**src/rtl/cpu_t_port_receiver.sv**
```systemverilog
// Receiving end of the CPUSystem T output port: captures strobed bytes into a
// first-word-fall-through FIFO and keeps a running checksum and byte count.
module cpu_t_port_receiver #(
    parameter int DEPTH = 8,
    parameter int WIDTH = 8
) (
    input  logic                     Clock,
    input  logic                     Reset,
    input  logic [WIDTH-1:0]         T,
    input  logic                     TValid,
    input  logic                     OutReady,
    output logic [WIDTH-1:0]         OutData,
    output logic                     OutValid,
    output logic                     Full,
    output logic [$clog2(DEPTH):0]   Count,
    output logic                     Overflow,
    input  logic                     ClearOverflow,
    output logic [WIDTH-1:0]         Checksum,
    output logic [15:0]              ByteCount
);

    localparam int AW = $clog2(DEPTH);
    localparam logic [AW:0] FULLCOUNT = (AW+1)'(DEPTH);

    logic [WIDTH-1:0] mem [DEPTH];
    logic [AW-1:0]    rp;
    logic [AW-1:0]    wp;
    logic             pop;
    logic             accept;
    logic             drop;

    // Flags come straight from the registered count so no handshake input
    // reaches them combinationally.
    assign OutValid = (Count != '0);
    assign Full     = (Count == FULLCOUNT);
    assign OutData  = mem[rp];

    // A pop frees a slot in the same cycle, so a full FIFO can still accept.
    assign pop    = OutReady & OutValid;
    assign accept = TValid & (~Full | pop);
    assign drop   = TValid & Full & ~pop;

    always_ff @(posedge Clock) begin
        if (accept) begin
            mem[wp] <= T;
        end
    end

    always_ff @(posedge Clock or negedge Reset) begin
        if (!Reset) begin
            rp    <= '0;
            wp    <= '0;
            Count <= '0;
        end else begin
            if (accept) begin
                wp <= wp + AW'(1);
            end
            if (pop) begin
                rp <= rp + AW'(1);
            end
            case ({accept, pop})
                2'b10:   Count <= Count + (AW+1)'(1);
                2'b01:   Count <= Count - (AW+1)'(1);
                default: Count <= Count;
            endcase
        end
    end

    // A drop in the same cycle as a clear request keeps the flag set.
    always_ff @(posedge Clock or negedge Reset) begin
        if (!Reset) begin
            Overflow <= 1'b0;
        end else if (drop) begin
            Overflow <= 1'b1;
        end else if (ClearOverflow) begin
            Overflow <= 1'b0;
        end
    end

    always_ff @(posedge Clock or negedge Reset) begin
        if (!Reset) begin
            Checksum  <= '0;
            ByteCount <= '0;
        end else if (accept) begin
            Checksum <= Checksum + T;
            if (ByteCount != 16'hFFFF) begin
                ByteCount <= ByteCount + 16'd1;
            end
        end
    end

endmodule

```
**config.mk**
```make
export PLATFORM = sky130hd
export DESIGN_NAME = cpu_t_port_receiver
export DESIGN_NICKNAME = d
export VERILOG_FILES = /design/src/rtl/cpu_t_port_receiver.sv
export SDC_FILE = /design/constraint.sdc
export NUM_CORES = 1
export LEC_CHECK = 0
export CAP_MARGIN = 0
export CORE_ASPECT_RATIO = 1.2
export CORE_MARGIN = 3
export CORE_UTILIZATION = 49
export DETAILED_ROUTE_END_ITERATION = 8
export PLACE_DENSITY = 0.72
export SETUP_SLACK_MARGIN = 0.1
export SLEW_MARGIN = 20
export SYNTH_ARGS = -nofsm -noshare
export SYNTH_HDL_FRONTEND = slang
export SYNTH_SLANG_ARGS = --single-unit
```
**constraint.sdc**
```tcl
create_clock -name Clock -period 3.2 [get_ports Clock]
set_clock_uncertainty 0.1 [all_clocks]
set_input_delay 0.64 -clock Clock [delete_from_list [all_inputs] [get_ports Clock]]
set_output_delay 0.64 -clock Clock [all_outputs]
set_load 0.1 [all_outputs]
```
==> impl_metrics.tcl <==
set metrics [dict create \
    overflow 0 \
    met1_length_mm 3.330 \
    cts_buffer_depth 2 \
    syn_area_per_cell_um2 14.89 \
    cts_tree "yes" \
    critical_path_required_ps 2460 \
    ys_ff_latch 99 \
    place.port_buffers 51 \
    drtPass1Iterations 4 \
    cp-end-kind "output pin" \
    dieArea_um2 9982 \
    drive_above_1_share 0.2825 \
    drt-total-wl_mm 7.984 \
    cts_inserted_buffers 9 \
    yosys_most_used_dff "edfxtp_1" \
    cts_resized 0 \
    min_period_ps 2871 \
    arrival_ps 2130 \
    ios 52 \
    die_w_um 91.71 \
    tightest_slew_ps 898.2 \
    grt_usage 0.1738 \
    max-slew-margin-rel 0.4012 \
    maxSlewViolCount 0 \
    grt_pass1_vias 2613 \
    grt_start_max_net_pins 36 \
    top_layer "met4" \
    min-delay-path-class "input port to async pin" \
    die_h_um 108.8 \
    status "complete, no violations" \
    wl_met2_mm 4.130 \
    rows 36 \
    antennaDiodeCount 0 \
    yosys_warnings 0 \
    syn_inst 290 \
    worst_skew_pair.late_latency_ps 360 \
    critPathMaxStageDelay_ps 860 \
    synth_simple_gate_area_frac 0.09618 \
    start_kind "flip-flop" \
    timing.final.crit_share 0.8971 \
    hold_viol 0 \
    cp_max_fo 18 \
    crit_type "flip-flop to output pin" \
    async_flop_share 0.3535 \
    synth_top_family_by_area "multiplexers" \
    path_cells "mux4_2 -> mux2_2 -> buf_12" \
    routed-wl-met3_um 435 \
    setup_ws_ps 329.3 \
    nets 381 \
    postRouteAntennaNets 0 \
    critPathSlowestCell "dfrtp_1" \
    post_cts_buffers 0 \
    final_core_util 0.6261 \
    max_freq_mhz 348.3 \
    clk_pin_slew_ps 90 \
    synth-edff-count 64 \
    cts_root_buf "clkbuf_8" \
    hpwl_mm 5.406 \
    post-place-ws_ps 160.0 \
    syn-num-nets 315 \
    synthesis.area_um2 4319 \
    synthXorXnorAreaFrac 0.04867 \
    antenna_found_initial 0 \
    synthAdderAreaFrac 0.03650 \
    drc 0 \
    rsz0062_at_grt "no" \
    htree_levels 3 \
    gp_congestion 0.7312 \
    setup_viol 0 \
    nFillCells 636 \
    drv_cap 0 \
    num_vias 2530 \
    synthDistinctLibCells 42 \
    core_um2 8333 \
    seq_area_frac_synth 0.6477 \
    grt_pass1_wl_mm 13.08 \
    wire_per_inst_um 16.81 \
    postCtsHoldBufs 0 \
    tns_ps 0 \
    cts_sinks 99 \
    drt_iter0_markers 109 \
    synth_compound_area_frac 0.04143 \
    area_growth_pct 20.80 \
    viasPerCell 5.326 \
    synthMuxAreaShare 0.1156 \
    start_util 0.5183 \
]
[metrics by stage]
stage          instance area [um2]  instances  hold slack, ps
6_report                      5218        475           295.5
5_1_grt                       5218        475           348.9
4_1_cts                       5218        475           320.2
3_5_place_dp                  5022        459           361.5
3_3_place_gp                  5022        459           370.6
2_1_floorplan                 4319        290           244.4
[routing by layer]
metal | track usage | vias up
met5 | 0 | -
met2 | 0.2924 | 52
li1 | - | 1221
met3 | 0.05245 | 6
met1 | 0.2170 | 1251
met4 | 0.05732 | 0
[critical path, delay by kind of cell, from the launching register on]
kind / cells / cell delay (ps)
DFF: 1 / 860
muxes: 2 / 730
buffers and inverters: 1 / 170
[cells in the final DEF, fill, tap and decap left out, types with 10 or more instances in the layout]
cell,count
edfxtp_1,64
ha_1,11
nor2_1,19
xor2_1,13
clkbuf_8,10
dfrtp_1,35
clkdlybuf4s50_1,11
mux4_2,16
mux2_2,10
xnor2_1,11
nor3_1,10
buf_4,43
nand2_1,29
[registers in the layout, indices dropped and copies added, names as in the netlist]
name,cells
Checksum,8
wp,3
mem,64
rp,3
Overflow,1
Count,4
ByteCount,16
[worst paths after layout]
path | start | end | slack [ps] | depth (start not counted)
setup / recovery | rp[1] | OutData[4] | 330 | 3
hold / removal | Reset | ByteCount[11] | 300 | 1
setup reg to reg | Count[0] | ByteCount[12] | 730 | 5
hold reg to reg | Checksum[7] | Checksum[7] | 380 | 1
max in group asynchronous | Reset | wp[2] | 2150 | 1
min in group Clock | Checksum[7] | Checksum[7] | 380 | 1
[synthesized netlist by cell type (3+ instances only)]
master    instances  area, um2
a21oi_1           8      40.04
a31oi_1           3      18.77
buf_2             3      15.01
dfrtp_1          35      875.8
edfxtp_1         64       1922
ha_1             11      137.6
inv_1             6      22.52
mux2_2           10      112.6
mux4_2           16      360.4
nand2_1          29      108.9
nand3_1           8      40.04
nor2_1           19      71.32
nor3_1           10      50.05
nor4_1            4      25.02
o21ai_0           8      40.04
xnor2_1          11      96.34
xor2_1           13      113.9
[cell type report]
| type | instances | area [um2] | share of cell area |
|---|---|---|---|
| inverter | 6 | 22.52 | 0.004317 |
| sequential | 99 | 2798 | 0.5362 |
| clock inverter | 4 | 50.05 | 0.009592 |
| tap | 114 | 142.6 | 0.02734 |
| clock buffer | 12 | 145.1 | 0.02782 |
| timing repair buffer | 63 | 598.1 | 0.1146 |
| multi-input combinational | 177 | 1461 | 0.2801 |
[logic make-up (layout without fill, tap and decap cells)]
logic type | count (synthesis) | in the layout
fa+ha+maj | 12 | 12
simple gates | 85 | 85
xor+xnor | 24 | 24
mux | 28 | 28
flops | 99 | 99
buf+inv | 14 | 85
compound gates | 28 | 28
Power is left out: the tool's default activity adds up to more than one toggle a clock period on the data nets, which glitch-free logic cannot reach.
